**src/rtl/csr_pkg.sv**
```systemverilog
`default_nettype none
// ============================================================================
// csr_pkg : op encodings, CSR map, mstatus fields and FSM state for csr_ctrl
// Rev 1.0
// ============================================================================
package csr_pkg;

  localparam logic [2:0] OP_CSRRW = 3'd0;
  localparam logic [2:0] OP_CSRRS = 3'd1;
  localparam logic [2:0] OP_CSRRC = 3'd2;
  localparam logic [2:0] OP_ECALL = 3'd3;
  localparam logic [2:0] OP_MRET  = 3'd4;

  localparam logic [11:0] ADDR_MEPC    = 12'h341;
  localparam logic [11:0] ADDR_MCAUSE  = 12'h342;
  localparam logic [11:0] ADDR_MSTATUS = 12'h300;
  localparam logic [11:0] ADDR_MTVEC   = 12'h305;

  localparam logic [1:0] IDX_MEPC    = 2'd0;
  localparam logic [1:0] IDX_MCAUSE  = 2'd1;
  localparam logic [1:0] IDX_MSTATUS = 2'd2;
  localparam logic [1:0] IDX_MTVEC   = 2'd3;

  localparam int MST_MIE    = 3;
  localparam int MST_MPIE   = 7;
  localparam int MST_MPP_LO = 11;
  localparam int MST_MPP_HI = 12;
  localparam int MST_W      = 13;

  typedef enum logic [1:0] {
    ST_IDLE   = 2'd0,
    ST_EXEC   = 2'd1,
    ST_COMMIT = 2'd2,
    ST_RESP   = 2'd3
  } csr_state_t;

  typedef struct packed {
    logic       hit;
    logic [1:0] idx;
  } csr_sel_t;

  function automatic csr_sel_t csr_decode(input logic [11:0] addr);
    csr_sel_t s;
    s.hit = 1'b1;
    s.idx = IDX_MEPC;
    case (addr)
      ADDR_MEPC:    s.idx = IDX_MEPC;
      ADDR_MCAUSE:  s.idx = IDX_MCAUSE;
      ADDR_MSTATUS: s.idx = IDX_MSTATUS;
      ADDR_MTVEC:   s.idx = IDX_MTVEC;
      default:      s.hit = 1'b0;
    endcase
    return s;
  endfunction

  // Interrupt-enable stacking on trap entry / return; only the low MST_W bits change.
  function automatic logic [MST_W-1:0] mstatus_trap(input logic [MST_W-1:0] m);
    logic [MST_W-1:0] r;
    r                         = m;
    r[MST_MPIE]               = m[MST_MIE];
    r[MST_MIE]                = 1'b0;
    r[MST_MPP_HI:MST_MPP_LO]  = 2'b11;
    return r;
  endfunction

  function automatic logic [MST_W-1:0] mstatus_mret(input logic [MST_W-1:0] m);
    logic [MST_W-1:0] r;
    r                         = m;
    r[MST_MIE]                = m[MST_MPIE];
    r[MST_MPIE]               = 1'b1;
    r[MST_MPP_HI:MST_MPP_LO]  = 2'b11;
    return r;
  endfunction

endpackage
`default_nettype wire

```
**src/rtl/csr_alu.sv**
```systemverilog
`default_nettype none
// ============================================================================
// csr_alu : read-modify-write value for CSRRW/CSRRS/CSRRC plus write suppress
// Rev 1.0
// ============================================================================
module csr_alu
  import csr_pkg::*;
#(
  parameter int XLEN = 32
) (
  input  logic [2:0]      i_op,
  input  logic [XLEN-1:0] i_old,
  input  logic [XLEN-1:0] i_src,
  input  logic            i_src_x0,
  output logic [XLEN-1:0] o_new,
  output logic            o_suppress
);

  // Set/clear with an x0 source must not write, so side effects of the write are avoided.
  always_comb begin
    o_new      = '0;
    o_suppress = 1'b0;
    case (i_op)
      OP_CSRRW: o_new = i_src;
      OP_CSRRS: begin
        o_new      = i_old | i_src;
        o_suppress = i_src_x0;
      end
      OP_CSRRC: begin
        o_new      = i_old & ~i_src;
        o_suppress = i_src_x0;
      end
      default: o_new = '0;
    endcase
  end

endmodule
`default_nettype wire

```
**src/rtl/csr_ctrl.sv**
```systemverilog
`default_nettype none
// ============================================================================
// csr_ctrl : multi-cycle CSR / ECALL / MRET sequencer in front of the CSR file
// Optional: CSR_CTRL_MSTATUS_STACK_EN adds mstatus stacking on ECALL/MRET
// Rev 1.0
// ============================================================================
module csr_ctrl
  import csr_pkg::*;
#(
  parameter int              XLEN        = 32,
  parameter logic [XLEN-1:0] MSTATUS_RST = 32'h1800
) (
  input  logic            clk,
  input  logic            rst,
  input  logic            req_valid,
  output logic            req_ready,
  input  logic [2:0]      req_op,
  input  logic [11:0]     req_addr,
  input  logic [XLEN-1:0] req_src,
  input  logic            req_src_x0,
  input  logic [XLEN-1:0] req_pc,
  input  logic [XLEN-1:0] mepc_rd,
  input  logic [XLEN-1:0] mcause_rd,
  input  logic [XLEN-1:0] mstatus_rd,
  input  logic [XLEN-1:0] mtvec_rd,
  output logic [XLEN-1:0] csrd,
  output logic [3:0]      csr_wen,
  output logic            ecall_flag,
  output logic [XLEN-1:0] trap_pc,
  output logic            rsp_valid,
  input  logic            rsp_ready,
  output logic [XLEN-1:0] rsp_rdata,
  output logic            rsp_illegal,
  output logic            redirect_valid,
  output logic [XLEN-1:0] redirect_pc
);

  if (XLEN < MST_W || $bits(MSTATUS_RST) != XLEN) begin : g_param_check
    $error("csr_ctrl: XLEN must cover the mstatus MPP field");
  end

  csr_state_t      r_state;
  logic [2:0]      r_op;
  logic [11:0]     r_addr;
  logic [XLEN-1:0] r_src;
  logic            r_src_x0;
  logic [XLEN-1:0] r_pc;
  logic            r_req_ready;
  logic [3:0]      r_csr_wen;
  logic [XLEN-1:0] r_csrd;
  logic            r_ecall_flag;
  logic [XLEN-1:0] r_trap_pc;
  logic [XLEN-1:0] r_old;
  logic [XLEN-1:0] r_tgt;
  logic            r_illegal;
  logic            r_redir;
  logic            r_rsp_valid;
  logic [XLEN-1:0] r_rsp_rdata;
  logic            r_rsp_illegal;
  logic            r_redirect_valid;
  logic [XLEN-1:0] r_redirect_pc;

  csr_sel_t        w_sel;
  logic            w_is_csr;
  logic            w_illegal;
  logic            w_csr_ok;
  logic            w_suppress;
  logic [XLEN-1:0] w_old;
  logic [XLEN-1:0] w_new;
  logic [3:0]      w_wen;
  logic [XLEN-1:0] w_csrd;

  assign w_sel     = csr_decode(r_addr);
  assign w_is_csr  = (r_op <= OP_CSRRC);
  assign w_illegal = (r_op > OP_MRET) || (w_is_csr && !w_sel.hit);
  assign w_csr_ok  = w_is_csr && w_sel.hit;

  always_comb begin
    w_old = mepc_rd;
    case (w_sel.idx)
      IDX_MCAUSE:  w_old = mcause_rd;
      IDX_MSTATUS: w_old = mstatus_rd;
      IDX_MTVEC:   w_old = mtvec_rd;
      default:     w_old = mepc_rd;
    endcase
  end

  csr_alu #(.XLEN(XLEN)) u_alu (
    .i_op       (r_op),
    .i_old      (w_old),
    .i_src      (r_src),
    .i_src_x0   (r_src_x0),
    .o_new      (w_new),
    .o_suppress (w_suppress)
  );

  // Write strobe and data that the COMMIT cycle will present.
  always_comb begin
    w_wen  = '0;
    w_csrd = '0;
    if (w_csr_ok && !w_suppress) begin
      w_wen[w_sel.idx] = 1'b1;
      w_csrd           = w_new;
    end
`ifdef CSR_CTRL_MSTATUS_STACK_EN
    else if (r_op == OP_ECALL) begin
      w_wen[IDX_MSTATUS] = 1'b1;
      w_csrd             = {mstatus_rd[XLEN-1:MST_W], mstatus_trap(mstatus_rd[MST_W-1:0])};
    end else if (r_op == OP_MRET) begin
      w_wen[IDX_MSTATUS] = 1'b1;
      w_csrd             = {mstatus_rd[XLEN-1:MST_W], mstatus_mret(mstatus_rd[MST_W-1:0])};
    end
`endif
  end

  always_ff @(posedge clk) begin
    if (rst) begin
      r_state          <= ST_IDLE;
      r_op             <= '0;
      r_addr           <= '0;
      r_src            <= '0;
      r_src_x0         <= 1'b0;
      r_pc             <= '0;
      r_req_ready      <= 1'b1;
      r_csr_wen        <= '0;
      r_csrd           <= '0;
      r_ecall_flag     <= 1'b0;
      r_trap_pc        <= '0;
      r_old            <= '0;
      r_tgt            <= '0;
      r_illegal        <= 1'b0;
      r_redir          <= 1'b0;
      r_rsp_valid      <= 1'b0;
      r_rsp_rdata      <= '0;
      r_rsp_illegal    <= 1'b0;
      r_redirect_valid <= 1'b0;
      r_redirect_pc    <= '0;
    end else begin
      case (r_state)
        ST_IDLE: begin
          if (req_valid && r_req_ready) begin
            r_op        <= req_op;
            r_addr      <= req_addr;
            r_src       <= req_src;
            r_src_x0    <= req_src_x0;
            r_pc        <= req_pc;
            r_req_ready <= 1'b0;
            r_state     <= ST_EXEC;
          end
        end
        ST_EXEC: begin
          r_old        <= w_csr_ok ? w_old : '0;
          r_illegal    <= w_illegal;
          r_redir      <= (r_op == OP_ECALL) || (r_op == OP_MRET);
          r_tgt        <= (r_op == OP_ECALL) ? mtvec_rd :
                          (r_op == OP_MRET)  ? mepc_rd  : '0;
          r_csr_wen    <= w_wen;
          r_csrd       <= w_csrd;
          r_ecall_flag <= (r_op == OP_ECALL);
          r_trap_pc    <= (r_op == OP_ECALL) ? r_pc : '0;
          r_state      <= ST_COMMIT;
        end
        ST_COMMIT: begin
          r_csr_wen        <= '0;
          r_csrd           <= '0;
          r_ecall_flag     <= 1'b0;
          r_trap_pc        <= '0;
          r_rsp_valid      <= 1'b1;
          r_rsp_rdata      <= r_old;
          r_rsp_illegal    <= r_illegal;
          r_redirect_valid <= r_redir;
          r_redirect_pc    <= r_tgt;
          r_state          <= ST_RESP;
        end
        ST_RESP: begin
          if (rsp_ready) begin
            r_rsp_valid      <= 1'b0;
            r_rsp_rdata      <= '0;
            r_rsp_illegal    <= 1'b0;
            r_redirect_valid <= 1'b0;
            r_redirect_pc    <= '0;
            r_req_ready      <= 1'b1;
            r_state          <= ST_IDLE;
          end
        end
        default: r_state <= ST_IDLE;
      endcase
    end
  end

  // Strobes are masked by rst so a reset landing on COMMIT never writes the CSR file.
  assign csr_wen        = rst ? '0 : r_csr_wen;
  assign csrd           = rst ? '0 : r_csrd;
  assign ecall_flag     = rst ? 1'b0 : r_ecall_flag;
  assign trap_pc        = rst ? '0 : r_trap_pc;
  assign req_ready      = r_req_ready;
  assign rsp_valid      = r_rsp_valid;
  assign rsp_rdata      = r_rsp_rdata;
  assign rsp_illegal    = r_rsp_illegal;
  assign redirect_valid = r_redirect_valid;
  assign redirect_pc    = r_redirect_pc;

endmodule
`default_nettype wire

```
**config.mk**
```make
export PLATFORM = sky130hd
export DESIGN_NAME = csr_ctrl
export DESIGN_NICKNAME = d
export VERILOG_FILES = /design/src/rtl/csr_pkg.sv /design/src/rtl/csr_alu.sv /design/src/rtl/csr_ctrl.sv
export SDC_FILE = /design/constraint.sdc
export NUM_CORES = 1
export LEC_CHECK = 0
export ABC_AREA = 0
export BUFFER_PORTS_ARGS = -buffer_cell sky130_fd_sc_hd__buf_2
export CAP_MARGIN = 10
export CORE_UTILIZATION = 40
export CTS_CLUSTER_SIZE = 20
export DETAILED_ROUTE_END_ITERATION = 10
export GPL_TIMING_DRIVEN = 0
export PLACE_DENSITY = 0.74
export SYNTH_ARGS = -nofsm -noshare
export SYNTH_HDL_FRONTEND = slang
export SYNTH_SLANG_ARGS = --single-unit
```
**constraint.sdc**
```tcl
create_clock -name clk -period 4.1 [get_ports clk]
set_input_delay 0.41 -clock clk [delete_from_list [all_inputs] [get_ports clk]]
set_output_delay 0.41 -clock clk [all_outputs]
set_load 0.02 [all_outputs]
```
Word-level counts from Yosys, hierarchy flattened. Index checks and enable logic that the tools add are counted. Widths: inputs -> output; s select.

$add $sub $neg: 0. Multiply operators: 0. Divide/modulo/power cells: 0. $lt $le $gt $ge: 4. Equal/unequal tests: 16. Shifts and indexed selects: 0. Multiplexer cells: 34. Bitwise operators: 3. Reduce and logical (&&, ||, !) cells: 20.

Operator list (count): $mux 32 (8); $pmux 32 s2 (4); $pmux 32 s3 (2); $eq 12x10->1 const B (4); $and 32x32->32 (1); $not 32->32 (1); $or 32x32->32 (1); $pmux 1 s2 (5); $eq 2x2->1 const B (4); $mux 4 (2); $pmux 2 s4 (1); $pmux 4 s2 (1); $mux 1 (7); $eq 3x2->1 const B (2); $pmux 2 s3 (1); $reduce_and 2->1 (3); $reduce_bool 2->1 (3); $logic_and 1x1->1 (5); $eq 2x1->1 const B (2); $mux 2 (2); $ne 2x2->1 const B (2); $reduce_or 4->1 (1); $eq 3x1->1 const B (1); $eq 3x3->1 const B (1); 11 further kinds (13).

Register bits: 285. Latch bits: 0. Bits in writable memories: 0. Bits in read-only memories: 0. Input port bits: 212. Output and inout bits: 137. Word-level logic and storage cells: 97. Memories: 0.

Logic depth before layout (Yosys ltp).
Depth in word-level cells: 8. Depth in mapped cells: 10. Mapped depth without buffers: 8.

Cells and area by module. A second synthesis with hierarchy kept.

Cell total of the unflattened synthesis: 1521. Area total of the unflattened synthesis: 12837.3 µm².

Modules (own cells, without submodules): csr_ctrl (instances 1, cells each 1370, area an instance 11671.2 µm², seq. area each 5705.5 µm²); csr_alu (instances 1, cells each 151, area an instance 1166.1 µm², seq. area each 0.0 µm²).

Worst setup path after synthesis. No wires, ideal clock.

Kind: reg2reg. From: register r_state[0]. To: register r_csrd[5]. Library setup time: 0.069 ns. Data arrival time: 2.224 ns. Required time: 4.031 ns. Slack: 1.807 ns. Stages on the path, launching flop included: 10. Buffers on the path: 1. Clock period less this slack: 2.293 ns. Cell sequence: dfxtp_1 > inv_1 > ha_1 > clkbuf_1 > or3b_2 > nor2_1 > nand4b_1 > nor3_1 > a22oi_1 > o21ai_1.

Cells in the longest elaborated chain, start to end: 2. Elaborated cells on any way between the ends: 4. Classes of those cells: 2 x eq/ne; 1 x mux; 1 x reduce/logical.

RTL lines: from (decl) (line csr_ctrl.sv:42) `csr_state_t r_state;`; from (signal assigned) (line csr_ctrl.sv:118) `r_state <= ST_IDLE;`; from (signal assigned) (line csr_ctrl.sv:148) `r_state <= ST_EXEC;`; from (signal assigned) (line csr_ctrl.sv:161) `r_state <= ST_COMMIT;`; $eq 2x2->1 / $eq 2x1->1 (equally long branches) (line csr_ctrl.sv:139) `case (r_state)`; $pmux 32 s2 / $reduce_bool 2->1 (equally long branches); to (signal assigned) (line csr_ctrl.sv:158) `r_csrd <= w_csrd;`; to (decl) (line csr_ctrl.sv:50) `logic [XLEN-1:0] r_csrd;`.

Parallel ways exist; a longest one is shown, timed or not. A chain may end at the register's enable or synchronous reset.

Final worst setup path.
From: register r_addr[10]. To: register r_csrd[12].

Cells in the longest elaborated chain, start to end: 8. Elaborated cells on any way between the ends: 18. Classes of those cells: 7 x eq/ne; 6 x mux; 2 x bitwise; 3 x reduce/logical.

RTL lines: from (decl) (line csr_ctrl.sv:44) `logic [11:0] r_addr;`; from (signal assigned) (line csr_ctrl.sv:143) `r_addr <= req_addr;`; $eq 12x10->1 (line csr_pkg.sv:46) `case (addr)`; $pmux 2 s3 (line csr_pkg.sv:46); $eq 2x2->1 / $eq 2x1->1 (equally long branches) (line csr_ctrl.sv:80) `case (w_sel.idx)`; $pmux 32 s3 (line csr_ctrl.sv:80); $and 32x32->32 / $or 32x32->32 (equally long branches) (line csr_alu.sv:30, csr_alu.sv:26); $pmux 32 s3 (line csr_alu.sv:23) `case (i_op)`; $mux 32 * (line csr_ctrl.sv:101) `if (w_csr_ok && !w_suppress) begin`; $pmux 32 s2 * (line csr_ctrl.sv:139).

Mark *: on every way between the ends. The rest lies on a longest branch, timed or not.

==> results.py <==
metrics = {
    "floorplanning": {
        "dieArea_um2": 31400,
        "rows": 63,
        "core_um2": 29900,
        "chipWidth_um": 177,
        "die_height_um": 177,
        "ios": 349,
        "start_util": 0.410,
    },
    "sta": {
        "worst_pin_slew_ps": 1080,
        "worst_clock_skew_ps": 15.0,
        "hold_violations": 0,
        "maxSlewViolCount": 0,
        "max_clock_freq_mhz": 318,
        "min_period_ps": 3140,
        "tns_ps": 0,
        "layout_setup_ws_ps": 956,
        "setup_viol": 0,
        "grt_setup_unrepaired": "false",
        "period_share": 0.767,
        "max_slew_margin": 0.273,
    },
    "logic_synthesis": {
        "synth_edf_count": 0,
        "syn_inst": 1503,
        "ys_top_cells_by_area": "dfxtp_1 (47%), nand2_1 (9.5%), a21oi_1 (7.7%)",
        "synth.avg_cell_area_um2": 8.16,
        "ys_warn_count": 0,
        "yosysSeqAreaShare": 0.465,
        "yosysTopAreaCellShare": 0.465,
        "synthArstFlopShare": 0,
        "synth_area_um2": 12300,
        "yosysTopAreaCell": "dfxtp_1",
        "ys_ff_latch": 285,
        "synth_cell_types": 56,
        "synth_fp_nets": 1720,
        "synth_ff_type": "dfxtp_1",
    },
    "worst_setup_path": {
        "regToRegSetupSlack_ps": 960,
        "crit_slowest_cell": "a211oi_1",
        "worstPathCellList": "nand4bb_1 > clkbuf_1 > or2_1 > clkbuf_1 > clkbuf_1 > a21oi_1 > a211oi_1 > nor2_1 > a221o_1",
        "end_kind": "register",
        "crit-reg2reg-launch": "r_addr[10]",
        "cp.arrival_ps": 3590,
        "crit_top_cell": "clkbuf_1",
        "critical_path.max_stage_delay_ps": 820,
        "cp.required_ps": 4550,
        "cp_max_fo": 10,
        "r2r_end": "r_csrd[12]",
        "reg2reg_depth": 9,
        "cp-start-kind": "register",
        "timing.setup.critical_path_class": "reg2reg",
    },
    "clocking": {
        "hold_buffers": 0,
        "tritoncts": "yes",
        "clockBufferDepth": 3,
        "post_cts_resized": 0,
        "root_buffer": "clkbuf_16",
        "cts_max_level": 1,
        "cts_sinks": 285,
        "postCtsSetupRepairBufs": 0,
        "clk_pin_slew_ps": 60,
        "clk_latency_ps": 560,
        "numCtsBuffers": 30,
    },
    "grt": {
        "track_usage": 0.296,
        "grt_overflow": 0,
        "grt_max_degree": 16,
        "antenna_found_initial": 8,
        "grt_pass1_vias": 11608,
        "grt_first_pass_wirelength_um": 69700,
    },
    "routing": {
        "wire_per_inst_um": 20.7,
        "drtIter0Drc": 1255,
        "totalWireLength_um": 47600,
        "final_antenna_net_count": 0,
        "dr.pass1.iters": 5,
        "viasPerCell": 5.51,
        "num_vias": 12690,
        "drc_errors": 0,
    },
    "power": {
        "vdd_ir_drop_max_mv": 0.382,
        "finalPower_mw": 8.60,
        "powerDensity_nw_per_um2": 554,
        "p_leak_nw": 6.28,
    },
    "place": {
        "portBuffers": 348,
        "gp_congestion": 1.03,
        "dp.cells": 2241,
        "pre_cts_slack_ps": 1010,
        "post-dp-hpwl_um": 37700,
    },
    "min_path": {
        "worstHoldPathCells": 3,
        "hp-start": "req_pc[12]",
        "min_path_type": "in2reg",
        "min_to": "r_pc[12]",
    },
    "finish": {
        "drive_above_1_share": 0.225,
        "final_cells": 2304,
        "n_fill_cell": 2912,
        "syn2layout_area_growth_pct": 26.8,
        "num-nets-final": 2100,
    },
    "status": {
        "status": "finished clean",
    },
    "job": {
        "timing.max_cap.violations": 0,
    },
}
[logic make-up (layout without fill, tap and decap cells)]
kind of cell / count (synthesis) / in the layout / share of synthesized area
flops: 285 / 285 / 0.465
compound gates: 438 / 438 / 0.232
fa+ha+maj: 6 / 6 / 0.00592
xor+xnor: 3 / 3 / 0.00214
buf+inv: 142 / 546 / 0.0460
mux: 1 / 1 / 0.000816
simple gates: 628 / 628 / 0.248
other cells: 0 / 7 / 0
[where the power goes]
group	switching, mW	total [mW]	internal, mW
clock network	1.18	2.83	1.65
logic	1.70	2.44	0.739
registers	0.234	3.33	3.10
[cell usage in the layout, fill, tap and decap left out, types with 9 or more instances in the layout]
cell / synthesis / routed
buf_1: 10 / 10
nand2_1: 309 / 309
clkbuf_1: 115 / 117
a211oi_1: 42 / 42
nor2_1: 92 / 92
nor2b_1: 78 / 78
buf_2: 7 / 355
a32oi_1: 12 / 12
o2bb2ai_1: 9 / 9
dfxtp_1: 285 / 285
a21oi_1: 188 / 188
nand3_1: 23 / 23
a221o_1: 10 / 10
a22o_1: 38 / 38
a31oi_1: 9 / 9
a22oi_1: 55 / 55
o21ai_0: 43 / 43
nand3b_1: 68 / 68
clkbuf_16: 0 / 31
and2_1: 13 / 13
[through the flow]
step / hold slack, ps / util / instance area, µm²
2_1_floorplan: 416 / - / 12300
3_3_place_gp: 435 / 0.485 / 14500
3_5_place_dp: 441 / 0.485 / 14500
4_1_cts: 73.1 / 0.520 / 15500
5_1_grt: 83.8 / 0.520 / 15500
6_report: 82.4 / 0.520 / 15500
[state kept, by name, summed over array words and instances (netlist names)]
name,cells
rsp_valid,1
r_src,32
r_csr_wen,4
r_trap_pc,32
r_csrd,32
rsp_rdata,32
r_src_x0,1
rsp_illegal,1
r_state,2
r_ecall_flag,1
r_old,32
redirect_pc,32
r_redir,1
redirect_valid,1
r_op,3
r_addr,12
r_illegal,1
r_pc,32
r_tgt,32
req_ready,1
[critical path, delay by kind of cell, from the launching register on]
kind                   cells  cell delay [ps]
AOI/OAI and AO/OA          3             1230
buffers and inverters      3             1050
DFF                        1              330
and+or+nand+nor            3              400
[layout make-up]
class / instances / area, µm² / share of cell area
Tap cell: 390 / 488 / 0.0314
Sequential cell: 285 / 5710 / 0.367
Multi-Input combinational cell: 1076 / 5990 / 0.385
Inverter: 7 / 26.3 / 0.00169
Timing Repair Buffer: 348 / 1740 / 0.112
Antenna cell: 7 / 17.5 / 0.00113
Clock inverter: 19 / 195 / 0.0126
Clock buffer: 37 / 838 / 0.0539
Buffer: 135 / 538 / 0.0346
[synthesized netlist by cell type (2+ instances only)]
library cell	count
nor2b_2	5
ha_1	5
nor2b_1	78
o21ai_0	43
a211oi_2	5
nand4bb_1	3
a221o_1	10
a31oi_1	9
nor2_1	92
and2_0	2
a21oi_1	188
inv_1	6
and2_1	13
nor3b_1	3
or2_2	2
dfxtp_1	285
a22o_1	38
nor3_1	6
nand2b_1	8
clkbuf_1	115
or4_4	2
a32o_1	5
buf_2	7
o211ai_1	2
or3_1	3
o21a_1	4
a32oi_1	12
a211oi_1	42
o21ai_1	7
nand3_1	23
a21o_1	5
xnor2_1	2
buf_6	3
nand2_1	309
o21bai_1	2
a22oi_1	55
nand3b_1	68
o2bb2ai_1	9
buf_1	10
[worst max-delay path by stage]
stage                     cells past startpoint    endpoint  startpoint
after global routing                          9  r_csrd[12]   r_addr[7]
after detailed placement                      6    r_pc[31]         rst
after global placement                        6    r_pc[28]         rst
final                                         9  r_csrd[12]  r_addr[10]
after CTS                                     9  r_csrd[12]  r_addr[10]
after floorplan                               9   r_csrd[5]  r_state[0]
[routing by layer]
layer	GRT usage	wire (µm)	vias to the layer above
met5	0	0	-
met4	0.133	2140	0
met3	0.0468	4120	113
met2	0.444	20700	595
met1	0.414	20700	5976
li1	-	-	6006
No activity file was read; power rests on OpenSTA's default activity.
